## src/rtl/simd_logic_pkg.sv

```systemverilog
// rtl/simd_logic_pkg.sv - op codes, element-width codes and helpers for the SIMD logic pipe
`ifndef SIMD_DATA_WIDTH
`define SIMD_DATA_WIDTH 64
`endif

package simd_logic_pkg;

  localparam logic [3:0] LOGIC_AND    = 4'd0;
  localparam logic [3:0] LOGIC_OR     = 4'd1;
  localparam logic [3:0] LOGIC_XOR    = 4'd2;
  localparam logic [3:0] LOGIC_ANDN   = 4'd3;
  localparam logic [3:0] LOGIC_ORN    = 4'd4;
  localparam logic [3:0] LOGIC_XNOR   = 4'd5;
  localparam logic [3:0] LOGIC_NOT    = 4'd6;
  localparam logic [3:0] LOGIC_PASS   = 4'd7;
  localparam logic [3:0] LOGIC_REDAND = 4'd8;
  localparam logic [3:0] LOGIC_REDOR  = 4'd9;

  localparam logic [1:0] EW_8  = 2'b00;
  localparam logic [1:0] EW_16 = 2'b01;
  localparam logic [1:0] EW_32 = 2'b10;
  localparam logic [1:0] EW_64 = 2'b11;

  function automatic logic is_reserved_op(input logic [3:0] op);
    return op > LOGIC_REDOR;
  endfunction

endpackage

```

## src/rtl/simd_logic_core.sv

```systemverilog
// rtl/simd_logic_core.sv - combinational SIMD logic op with per-element reductions and byte-mask merge
module simd_logic_core
  import simd_logic_pkg::*;
#(
  parameter int DATA_WIDTH = 64
) (
  input  logic [3:0]              op,
  input  logic [1:0]              ew,
  input  logic [DATA_WIDTH-1:0]   s1,
  input  logic [DATA_WIDTH-1:0]   s2,
  input  logic [DATA_WIDTH-1:0]   old,
  input  logic [DATA_WIDTH/8-1:0] mask,
  output logic [DATA_WIDTH-1:0]   result,
  output logic                    illegal
);

  logic                  red_and;
  logic [DATA_WIDTH-1:0] red;
  logic [DATA_WIDTH-1:0] comp;

  assign red_and = (op == LOGIC_REDAND);

  // Reduction flag lands in bit 0 of each element, upper bits zero
  always_comb begin
    red = '0;
    case (ew)
      EW_8:
        for (int i = 0; i < DATA_WIDTH/8; i++)
          red[i*8 +: 8] = {7'd0, red_and ? &s1[i*8 +: 8] : |s1[i*8 +: 8]};
      EW_16:
        for (int i = 0; i < DATA_WIDTH/16; i++)
          red[i*16 +: 16] = {15'd0, red_and ? &s1[i*16 +: 16] : |s1[i*16 +: 16]};
      EW_32:
        for (int i = 0; i < DATA_WIDTH/32; i++)
          red[i*32 +: 32] = {31'd0, red_and ? &s1[i*32 +: 32] : |s1[i*32 +: 32]};
      default:
        for (int i = 0; i < DATA_WIDTH/64; i++)
          red[i*64 +: 64] = {63'd0, red_and ? &s1[i*64 +: 64] : |s1[i*64 +: 64]};
    endcase
  end

  always_comb begin
    comp = '0;
    case (op)
      LOGIC_AND:    comp = s1 & s2;
      LOGIC_OR:     comp = s1 | s2;
      LOGIC_XOR:    comp = s1 ^ s2;
      LOGIC_ANDN:   comp = s1 & ~s2;
      LOGIC_ORN:    comp = s1 | ~s2;
      LOGIC_XNOR:   comp = ~(s1 ^ s2);
      LOGIC_NOT:    comp = ~s1;
      LOGIC_PASS:   comp = s1;
      LOGIC_REDAND: comp = red;
      LOGIC_REDOR:  comp = red;
      default:      comp = '0;
    endcase
  end

  always_comb begin
    result = old;
    for (int b = 0; b < DATA_WIDTH/8; b++)
      if (mask[b]) result[b*8 +: 8] = comp[b*8 +: 8];
  end

  assign illegal = is_reserved_op(op);

endmodule

```

## src/rtl/simd_logic_pipe.sv

```systemverilog
// rtl/simd_logic_pipe.sv - 2-stage valid/ready SIMD logic pipe with tag passthrough and flush
module simd_logic_pipe
  import simd_logic_pkg::*;
#(
  parameter int DATA_WIDTH = `SIMD_DATA_WIDTH,
  parameter int TAG_WIDTH  = 5
) (
  input  logic                    clk,
  input  logic                    rst_n,
  input  logic                    flush,
  input  logic                    in_valid,
  output logic                    in_ready,
  input  logic [3:0]              in_op,
  input  logic [1:0]              in_ew,
  input  logic [DATA_WIDTH-1:0]   in_s1,
  input  logic [DATA_WIDTH-1:0]   in_s2,
  input  logic [DATA_WIDTH-1:0]   in_old,
  input  logic [DATA_WIDTH/8-1:0] in_mask,
  input  logic [TAG_WIDTH-1:0]    in_tag,
  output logic                    out_valid,
  input  logic                    out_ready,
  output logic [DATA_WIDTH-1:0]   out_result,
  output logic [TAG_WIDTH-1:0]    out_tag,
  output logic                    out_illegal
);

  logic                    v1, v2;
  logic                    s1_load, s2_load;
  logic [3:0]              r_op;
  logic [1:0]              r_ew;
  logic [DATA_WIDTH-1:0]   r_s1, r_s2, r_old;
  logic [DATA_WIDTH/8-1:0] r_mask;
  logic [TAG_WIDTH-1:0]    r_tag;
  logic [DATA_WIDTH-1:0]   core_result;
  logic                    core_illegal;

  // No skid buffer: in_ready follows out_ready combinationally
  assign s2_load   = !v2 || out_ready;
  assign s1_load   = !v1 || s2_load;
  assign in_ready  = s1_load;
  assign out_valid = v2;

  always_ff @(posedge clk or negedge rst_n) begin
    if (!rst_n) begin
      v1 <= 1'b0;
      v2 <= 1'b0;
    end else if (flush) begin
      v1 <= 1'b0;
      v2 <= 1'b0;
    end else begin
      if (s1_load) v1 <= in_valid;
      if (s2_load) v2 <= v1;
    end
  end

  always_ff @(posedge clk) begin
    if (s1_load && in_valid) begin
      r_op   <= in_op;
      r_ew   <= in_ew;
      r_s1   <= in_s1;
      r_s2   <= in_s2;
      r_old  <= in_old;
      r_mask <= in_mask;
      r_tag  <= in_tag;
    end
  end

  simd_logic_core #(.DATA_WIDTH(DATA_WIDTH)) u_core (
    .op      (r_op),
    .ew      (r_ew),
    .s1      (r_s1),
    .s2      (r_s2),
    .old     (r_old),
    .mask    (r_mask),
    .result  (core_result),
    .illegal (core_illegal)
  );

  // Output registers only move on a real handoff, so a stalled result stays put
  always_ff @(posedge clk or negedge rst_n) begin
    if (!rst_n) begin
      out_result  <= '0;
      out_tag     <= '0;
      out_illegal <= 1'b0;
    end else if (s2_load && v1) begin
      out_result  <= core_result;
      out_tag     <= r_tag;
      out_illegal <= core_illegal;
    end
  end

endmodule

```

## config.mk

```make
export PLATFORM = sky130hd
export DESIGN_NAME = simd_logic_pipe
export DESIGN_NICKNAME = d
export VERILOG_FILES = /design/src/rtl/simd_logic_pkg.sv /design/src/rtl/simd_logic_core.sv /design/src/rtl/simd_logic_pipe.sv
export SDC_FILE = /design/constraint.sdc
export NUM_CORES = 1
export LEC_CHECK = 0
export ABC_AREA = 1
export CAP_MARGIN = 20
export CORE_ASPECT_RATIO = 1.25
export CORE_MARGIN = 5
export CORE_UTILIZATION = 51
export CTS_CLUSTER_SIZE = 30
export DETAILED_ROUTE_END_ITERATION = 6
export GPL_TIMING_DRIVEN = 0
export PLACE_DENSITY = 0.8
export SLEW_MARGIN = 30
export SYNTH_ARGS = -nofsm -noshare
export SYNTH_HDL_FRONTEND = slang
export SYNTH_SLANG_ARGS = --single-unit
```

## constraint.sdc

```tcl
create_clock -name clk -period 7.05 [get_ports clk]
set_input_delay 1.41 -clock clk [delete_from_list [all_inputs] [get_ports clk]]
set_output_delay 1.41 -clock clk [all_outputs]
set_load 0.01 [all_outputs]
```

[Word-level counts from Yosys, hierarchy flattened]
Index checks and enable logic that the tools add are counted.
Storage, ports and cells
  output and inout bits: 72
  bits in writable memories: 0
  bits of input ports: 216
  memories kept: 0
  ROM bits: 0
  register bits: 283
  bits in latches: 0
Cells by class
  bitwise logic cells: 8
  divide/modulo/power cells: 0
  muxes and demuxes: 29
  add/subtract/negate cells: 0
  $mul: 0
  equality and inequality tests: 11
  reductions and logical operators: 41
  shift-type cells: 0
  $lt $le $gt $ge: 1
Operators by type and width (number)
  64-bit one-hot mux with 9 select lines: 1
  64-bit NOT: 3
  57-bit one-hot mux with 3 select lines: 1
  64-bit AND: 2
  64-bit bitwise OR: 2
  8-bit two-way mux: 8
  16-bit AND reduction: 4
  32-bit AND reduction: 2
  64-bit AND reduction: 1
  8-bit AND reduction: 8
  16-bit OR reduction: 4
  32-bit OR reduction: 2
  64-bit OR reduction: 1
  8-bit OR reduction: 8
  64-bit XOR: 1
  1-bit two-way mux: 19
  4-bit by 3-bit equality test with 1-bit output (second input constant): 4
  4-bit by 2-bit equality test with 1-bit output (second input constant): 2
  4-bit equality test (second input constant): 2
  4-bit by 1-bit equality test with 1-bit output (second input constant): 1
  4-bit greater-than comparator (second input constant): 1
  4-bit zero test: 1
  2-bit nonzero test: 2
  2-bit by 1-bit equality test with 1-bit output (second input constant): 1
  other kinds (6): 9

[Logic depth before layout (Yosys ltp)]
Gate-level depths: netlist of the first run.
  word-level depth: 5
  depth in mapped cells: 14

[Cells and area by module]
A second synthesis of the first run with hierarchy kept.
Second synthesis, totals
  cells, all modules: 1436
  area total of the unflattened synthesis: 13543.0 sq um
Modules (own cells, without submodules)
  simd_logic_pipe: cells an instance 529, sequential area each 8137.8 sq um, instances 1, area each 9182.6 sq um
  simd_logic_core: cells an instance 907, sequential area each 0.0 sq um, instances 1, area each 4360.4 sq um

[Least setup slack after synthesis of the first run]
No wires, ideal clock.
  kind: input -> register
  from: input port out_ready
  to: register r_ew[0], enable pin
  buffers on the path: 0
  stages: 4
  setup time: 0.563 ns
  slack: 0.746 ns
  data arrival time: 5.741 ns
  cell sequence: inv_1 > nand3_1 > nand2_1 > inv_1
On the way
  longest elaborated chain between the ends: 3
Ends and longest elaborated chain
  start: declaration: RTL line simd_logic_pipe.sv:21  | input logic out_ready,
  1-bit logical OR: RTL line simd_logic_pipe.sv:38  | assign s2_load = !v2 || out_ready;
  1-bit logical OR: RTL line simd_logic_pipe.sv:39  | assign s1_load = !v1 || s2_load;
  via in_ready: RTL line simd_logic_pipe.sv:12  | output logic in_ready,
  1-bit logical AND: RTL line simd_logic_pipe.sv:57  | if (s1_load && in_valid) begin
  end signal: assignment: RTL line simd_logic_pipe.sv:59  | r_ew <= in_ew;
  end: declaration: RTL line simd_logic_pipe.sv:30  | logic [1:0] r_ew;
The timed path passes the listed nets, and every way through them passes these cells.
A chain may end at the register's enable or synchronous reset.

[Worst setup path after layout of the first run]
  from: input port out_ready
  to: output port in_ready
On the way
  longest elaborated chain between the ends: 2
Ends and longest elaborated chain (RTL line)
  1-bit logical OR: simd_logic_pipe.sv:38
  1-bit logical OR: simd_logic_pipe.sv:39
  end: declaration: simd_logic_pipe.sv:12
Every way passes these cells.

==> metrics.md, run 1 <==
| Metric | Value |
|---|---|
| Status | `complete, no violations` |
| Biggest cell delay along the critical path | `0.55 ns` |
| Count of cells along the worst hold path | `2` |
| Leading cell type in the layout, fill and taps excluded | `sky130_fd_sc_hd__clkdlybuf4s50_1` |
| Worst-path cell chain | `clkdlybuf4s50_1, inv_1, nand3_1, clkdlybuf4s50_1` |
| Critical path origin | `out_ready` |
| Final min period | `3.987 ns` |
| Average cell area after synthesis | `9.691 um2` |
| First-pass GRT wire length | `63.59 mm` |
| Maximum buffer depth of the clock tree | `3` |
| P&R area growth vs syn | `33.24%` |
| HPWL after detailed placement | `31.16 mm` |
| Worst slack at placement | `3.057 ns` |
| Post-Synth Simple-Gate Area | `0.1498` |
| Io pins | `288` |
| Die boundary width | `154.2 um` |
| Critical Setup Path Class | `input port to primary output` |
| Die Area | `29,340 um2` |
| Number of sinks handled by clock tree synthesis | `283` |
| CTS Buf Count | `28` |
| Critical path data required time | `5.64 ns` |
| Top routing layer in use | `met4` |
| Post-Layout Inst Area | `17,660 um2` |
| Clock tree from TritonCTS | `done` |
| Setup Viol. Count Final | `0` |
| Commonest non-fill, non-tap cells in the layout | `sky130_fd_sc_hd__clkdlybuf4s50_1 (286), sky130_fd_sc_hd__nand2_1 (220), sky130_fd_sc_hd__edfxtp_1 (211), sky130_fd_sc_hd__nor2_1 (193), sky130_fd_sc_hd__a21oi_1 (180)` |
| Number of global-route vias before repair | `11,812` |
| Total routed wire length on the met1 layer | `15.93 mm` |
| Critical Path Slowest Stage Cell | `sky130_fd_sc_hd__clkdlybuf4s50_1` |
| Most common cell on crit path | `sky130_fd_sc_hd__clkdlybuf4s50_1` |
| Worst hold slack across all endpoints | `0.4668 ns` |
| Average wire per standard cell | `20.72 um` |
| Proportion of layout cells with a drive suffix above 1 | `0.05731` |
| Max-capacitance violation count | `0` |
| Peak supply drop | `0.1958 mV` |
| Max-slew violations | `0` |
| Antenna violations before repair | `4` |
| Clock latency at the later pin of the worst-skew pair | `0.56 ns` |
| CP endpoint | `in_ready` |
| Tcrit/Tclk final | `0.5656` |
| Number of nets in the layout | `1,904` |
| RePlAce Congestion | `0.9176` |
| Leakage | `6.893 nW` |
| FP Rows | `66` |
| Worst Setup End Kind | `primary output` |
| Combinational family with the most area after synthesis | `compound AO/OA/AOI/OAI gates` |
| Overflow left after global routing | `0` |
| Port Buffer Count | `287` |
| Area share of xor/xnor cells in the synthesized design | `0.01387` |
| Largest net degree at the start of global routing | `101` |
| Length of the first detailed-routing pass in iterations | `6` |
| Final worst setup slack | `3.063 ns` |
| Floorplan Core Area | `25,850 um2` |
| DRC marker count from the first detailed-route iteration | `1,042` |
| Adder and majority gate portion of the synthesized area | `0` |
| Average vias per placed instance | `5.720` |
| Total global routing track utilization | `0.2769` |
| Net Count, Synth | `1,584` |
| Cells on worst reg2reg path | `8` |
| Total power per unit cell area | `248.6 nW/um2` |
| Detailed route wirelength on metal2 | `21.16 mm` |
| Antenna-violating nets left | `0` |
| Share of the yosys chip area belonging to registers | `0.6138` |
| Cell area after synthesis | `13,260 um2` |
| Highest Clock Rate | `250.8 MHz` |
| Clock transition time at the flip-flop clock pins of the worst setup and hold paths | `0.07 ns` |
| Synth warn | `0` |
| Worst-Margin Slew | `0.8290 ns` |
| Number of gates given a new drive strength after cts | `0` |
| Hold Startpoint | `r_tag[3]$_DFFE_PP_` |
| Starting density of the core | `0.5129` |
| Critical Path Source Type | `input port` |
| Worst setup slack for register-to-register paths | `4.40 ns` |
| Placed Instance Area | `16,640 um2` |
| Endpoint of the lowest-slack register-to-register path | `out_result[12]$_DFFE_PN0P_` |
| Residual DRC count | `0` |
| Arrival time worst endpoint | `2.58 ns` |
| Number of different library cells in the post-synthesis netlist | `40` |
| Path type of the worst min-delay path | `flip-flop to flip-flop` |
| Master cell of the clock root buffer | `sky130_fd_sc_hd__clkbuf_16` |
| RSZ-0062 raised after global routing | `false` |
| Number of cells produced by synthesis | `1,368` |
| Highest net fanout along the worst path | `3` |
| Number of levels in the clock H-tree | `1` |
| Die height | `190.3 um` |
| Detailed-routed wire length on met3 | `3.400 mm` |
| Number of hold-slack violations in the final timing report | `0` |
| Synthesized-area fraction occupied by ao, oa, aoi and oai cells | `0.1702` |
| Remaining max-slew budget at the tightest pin | `0.4473` |
| Vias | `11,749` |
| Depth of the critical timing path with buffers and inverters included | `4` |
| Fraction of synthesized area in multiplexers | `0` |
| Post-CTS repair timing setup buffer count | `0` |
| Number of synthesized register bits | `283` |
| Clock skew | `0.01639 ns` |
| RR Startpoint | `r_op[1]$_DFFE_PP_` |
| Crit path buf inv count | `3` |
| Hold buffer count at cts | `0` |
| Largest delay share family, worst path | `buffers and inverters` |
| Total wire length after detailed routing | `42.55 mm` |
## per-stage QoR
| stage | cells | power, W | util | TNS, ns |
|---|---|---|---|---|
| after floorplan | 1368 | 0.002375 | - | 0 |
| after global placement | 1995 | 0.002760 | 0.6405 | -271.86 |
| after detailed placement | 1998 | 0.002775 | 0.6438 | 0 |
| after CTS | 2050 | 0.004404 | 0.6830 | 0 |
| after global routing | 2054 | 0.004535 | 0.6834 | 0 |
| final | 2054 | 0.004392 | 0.6834 | 0 |
## report_power, final
part	leakage, nW	internal, W	switching, W
Sequential	2.89	0.00195	0.000102
Combinational	3.51	0.000345	0.000356
Clock	0.494	0.000993	0.000645
## final cells by class
cell class / count / area (um2)
fill: 2045 / 8183
inverter: 130 / 495.5
multi-input combinational: 911 / 4429
antenna: 4 / 10.01
sequential: 283 / 8138
timing repair buffer: 290 / 2945
clock buffer: 37 / 774.5
tap: 340 / 425.4
buffer: 44 / 206.4
clock inverter: 15 / 240.2
## Yosys cell counts (all sizes together)
cell	instances	area [um2]
nand2	225	862.1
edfxtp	211	6336
nor2	198	774.5
a21oi	181	905.9
o21ai	131	670.7
inv	123	461.7
dfrtp	72	1802
nand3	42	210.2
o22ai	30	187.7
clkbuf	23	86.33
o211ai	22	165.2
buf	21	120.1
xor2	20	175.2
o2111ai	19	166.4
nand4	14	87.58
clkinv	7	26.28
o21bai	7	52.55
nor3	5	25.02
nor4	3	18.77
o31ai	3	27.52
a211oi	2	15.01
o221ai	2	17.52
o311ai	2	17.52
a22oi	1	7.510
nand3b	1	7.510
o2111a	1	11.26
o221a	1	11.26
xnor2	1	8.760
## how the worst min path moves through the flow
| stage | end | slack (ns) |
|---|---|---|
| 3_5_place_dp | out_tag[2]$_DFFE_PN0P_ | 0.44 |
| 4_1_cts | out_tag[0]$_DFFE_PN0P_ | 0.47 |
| 6_report | out_tag[3]$_DFFE_PN0P_ | 0.47 |
| 5_1_grt | out_tag[3]$_DFFE_PN0P_ | 0.48 |
| 2_1_floorplan | out_tag[0]$_DFFE_PN0P_ | 0.42 |
| 3_3_place_gp | out_tag[4]$_DFFE_PN0P_ | 0.42 |
## per-layer routing
metal,global-route usage,up-vias
li1,-,5438
met4,0.1318,0
met1,0.3343,5547
met3,0.04835,127
met2,0.4817,637
met5,0,-
## logic make-up (layout without fill, tap and decap cells)
kind of cell	Yosys count	after routing
other cells	0	4
simple gates	488	488
flops	283	283
compound gates	402	402
buf+inv	174	516
xor+xnor	21	21
## sequential cells by signal, summed over array words and instances, names as in the netlist
signal,flops
out_illegal,1
out_result,64
out_tag,5
out_valid,1
r_ew,2
r_mask,8
r_old,64
r_op,4
r_s1,64
r_s2,64
r_tag,5
v1,1
## worst register-to-register path, stage by stage, from the launching register on
cell	delay (ns)
sky130_fd_sc_hd__edfxtp_1	0.53
sky130_fd_sc_hd__nand2_2	0.25
sky130_fd_sc_hd__inv_2	0.13
sky130_fd_sc_hd__nor2_1	0.41
sky130_fd_sc_hd__clkbuf_1	0.56
sky130_fd_sc_hd__o21ai_0	0.20
sky130_fd_sc_hd__o22ai_1	0.24
sky130_fd_sc_hd__nand2_1	0.10
sky130_fd_sc_hd__a21oi_1	0.15
Note: power is estimated with default switching activity, not from simulation.
==> run 2, diff against run 1 <==
CORE_UTILIZATION = 46   (was 51)
PLACE_DENSITY = 0.76   (was 0.8)
clock period = 3.4 ns   (was 7.05 ns; I/O delays follow)
==> run 2 against run 1 <==
  * Count of clock-buffer cells in the layout is 6 higher
  * Via count down 0.92%
  * Core utilization decreased by 6.0 points
  * Worst hold slack worse by 0.45 ns
  * Critical endpoint unchanged
  * Largest cell class unchanged
==> metrics.md, run 2 (synthesis gave the netlist of run 1 again) <==
| Metric | Value |
|---|---|
| Total power per unit cell area | `489.3 nW/um2 (was 248.6 nW/um2)` |
| Number of hold-slack violations in the final timing report | `0 (unchanged)` |
| HPWL after detailed placement | `32.24 mm (was 31.16 mm)` |
| RePlAce Congestion | `0.9205 (was 0.9176)` |
| Leading cell type in the layout, fill and taps excluded | `sky130_fd_sc_hd__clkdlybuf4s50_1 (unchanged)` |
| Highest net fanout along the worst path | `3 (unchanged)` |
| Number of levels in the clock H-tree | `1 (unchanged)` |
| Final worst setup slack | `0.7682 ns (was 3.063 ns)` |
| Worst slack at placement | `0.3947 ns (was 3.057 ns)` |
| Clock skew | `0.01383 ns (was 0.01639 ns)` |
| Final min period | `2.632 ns` |
| Commonest non-fill, non-tap cells in the layout | `sky130_fd_sc_hd__clkdlybuf4s50_1 (286), sky130_fd_sc_hd__nand2_1 (219), sky130_fd_sc_hd__edfxtp_1 (211), sky130_fd_sc_hd__nor2_1 (193), sky130_fd_sc_hd__a21oi_1 (180) (was sky130_fd_sc_hd__clkdlybuf4s50_1 (286), sky130_fd_sc_hd__nand2_1 (220), sky130_fd_sc_hd__edfxtp_1 (211), sky130_fd_sc_hd__nor2_1 (193), sky130_fd_sc_hd__a21oi_1 (180))` |
| Remaining max-slew budget at the tightest pin | `0.4563 (was 0.4473)` |
| Floorplan Core Area | `28,400 um2 (was 25,850 um2)` |
| Vias | `11,641 (was 11,749)` |
| Number of sinks handled by clock tree synthesis | `283 (unchanged)` |
| CTS Buf Count | `28 (unchanged)` |
| Port Buffer Count | `287 (unchanged)` |
| Maximum buffer depth of the clock tree | `3 (unchanged)` |
| Critical Path Source Type | `input port (unchanged)` |
| Setup Viol. Count Final | `0 (unchanged)` |
| Io pins | `288 (unchanged)` |
| RSZ-0062 raised after global routing | `false (unchanged)` |
| Tcrit/Tclk final | `0.7741` |
| Peak supply drop | `0.4769 mV (was 0.1958 mV)` |
| Worst-Margin Slew | `0.8156 ns (was 0.8290 ns)` |
| Hold buffer count at cts | `0 (unchanged)` |
| Setup TNS | `0 ns (unchanged)` |
| FP Rows | `69 (was 66)` |
| Residual DRC count | `0 (unchanged)` |
| Average vias per placed instance | `5.602 (was 5.720)` |
| Critical Setup Path Class | `input port to primary output (unchanged)` |
| Die Area | `32,340 um2 (was 29,340 um2)` |
| Endpoint of the lowest-slack register-to-register path | `out_result[18]$_DFFE_PN0P_ (was out_result[12]$_DFFE_PN0P_)` |
| Largest net degree at the start of global routing | `38 (was 101)` |
| Clock latency at the later pin of the worst-skew pair | `0.55 ns (was 0.56 ns)` |
| Critical path data required time | `2.72 ns (was 5.64 ns)` |
| Arrival time worst endpoint | `1.95 ns (was 2.58 ns)` |
| Status | `complete, no violations (unchanged)` |
| Fill count | `2,275 (was 2,045)` |
| Proportion of layout cells with a drive suffix above 1 | `0.05711 (was 0.05731)` |
| Overflow left after global routing | `0 (unchanged)` |
| First-pass GRT wire length | `63.01 mm (was 63.59 mm)` |
| Number of global-route vias before repair | `11,651 (was 11,812)` |
| Cells on worst reg2reg path | `8 (unchanged)` |
| Total global routing track utilization | `0.2512 (was 0.2769)` |
| Post-CTS repair timing setup buffer count | `0 (unchanged)` |
| Worst setup slack for register-to-register paths | `0.81 ns (was 4.40 ns)` |
| Antenna violations before repair | `5 (was 4)` |
| Worst Setup End Kind | `primary output (unchanged)` |
| Highest Clock Rate | `380.0 MHz` |
| Number of nets in the layout | `1,910 (was 1,904)` |
| Clock tree from TritonCTS | `done (unchanged)` |
| Master cell of the clock root buffer | `sky130_fd_sc_hd__clkbuf_16 (unchanged)` |
| Max-slew violations | `0 (unchanged)` |
| Die height | `199.8 um (was 190.3 um)` |
| P&R area growth vs syn | `33.57% (was 33.24%)` |
| Path type of the worst min-delay path | `input port to asynchronous set/reset pin (was flip-flop to flip-flop)` |
| Area occupied by multi-input gates | `4444 um2 (was 4429 um2)` |
| Leakage | `6.875 nW (was 6.893 nW)` |
| Length of the first detailed-routing pass in iterations | `7 (was 6)` |
| Die boundary width | `161.8 um (was 154.2 um)` |
| Max-capacitance violation count | `0 (unchanged)` |
| Antenna-violating nets left | `0 (unchanged)` |
| Number of gates given a new drive strength after cts | `0 (unchanged)` |
| Starting density of the core | `0.4668 (was 0.5129)` |
| RR Startpoint | `r_op[1]$_DFFE_PP_ (unchanged)` |
| Clock transition time at the flip-flop clock pins of the worst setup and hold paths | `0.06 ns (was 0.07 ns)` |
| Average wire per standard cell | `20.50 um (was 20.72 um)` |
| Total wire length after detailed routing | `42.60 mm (was 42.55 mm)` |
| DRC marker count from the first detailed-route iteration | `996 (was 1,042)` |
| Area taken by flip-flops and latches | `8138 um2 (unchanged)` |
## run 2: changes by cell type in the layout (fill, tap and decap cells not counted), moves of 3 or more
cell                        change
sky130_fd_sc_hd__clkinv_2       -3
sky130_fd_sc_hd__clkbuf_1       +7
sky130_fd_sc_hd__diode_2        +3
sky130_fd_sc_hd__bufinv_16      -5
sky130_fd_sc_hd__buf_12         +4
## run 2: worst max path at each step
stage	cells past startpoint	slack, ns	to	start
finish	4	0.77	in_ready	out_ready
global route	8	0.66	out_result[14]$_DFFE_PN0P_	r_op[0]$_DFFE_PP_
CTS	4	0.76	in_ready	out_ready
detailed placement	8	0.39	r_old[2]$_DFFE_PP_	out_ready
global placement	5	-2.99	r_old[1]$_DFFE_PP_	out_ready
floorplan	4	-1.02	r_ew[0]$_DFFE_PP_	out_ready
## run 2: worst max-delay path, stage by stage
cell and delay (ns):
sky130_fd_sc_hd__clkdlybuf4s50_1 0.62, sky130_fd_sc_hd__inv_12 0.04, sky130_fd_sc_hd__nand3_4 0.06, sky130_fd_sc_hd__clkdlybuf4s50_1 0.54
## run 2: per-stage QoR
stage                     cell area (um2)  hold slack, ns  total power [W]  utilization  instances
after floorplan                     13290          0.3844         0.004920            -       1368
after global placement              16610          0.4277         0.005727       0.5846       2010
after detailed placement            16820          0.4412         0.005786       0.5922       2019
after CTS                           17690         0.01805         0.008710       0.6228       2071
after global routing                17700         0.02833         0.009015       0.6233       2076
final                               17710         0.01240         0.008664       0.6235       2078
## run 2: power breakdown
part / leakage, nW / switching, W / internal (W)
Combinational: 3.57 / 0.000743 / 0.000734
Clock: 0.416 / 0.00127 / 0.00167
Sequential: 2.89 / 0.000207 / 0.00405
## run 2: layout make-up
type / instances / area share
antenna: 7 / 0.0009892
buffer: 44 / 0.01166
clock buffer: 43 / 0.04444
clock inverter: 9 / 0.004663
inverter: 130 / 0.02847
multi-input combinational: 911 / 0.2510
sequential: 283 / 0.4595
tap: 355 / 0.02508
timing repair buffer: 296 / 0.1742
## run 2: per-layer routing
layer	vias up	share of wire	global-route usage
met4	0	0.045	0.1166
met1	5480	0.38	0.3065
li1	5455	-	-
met2	587	0.50	0.4406
met3	119	0.078	0.04087
met5	-	0	0
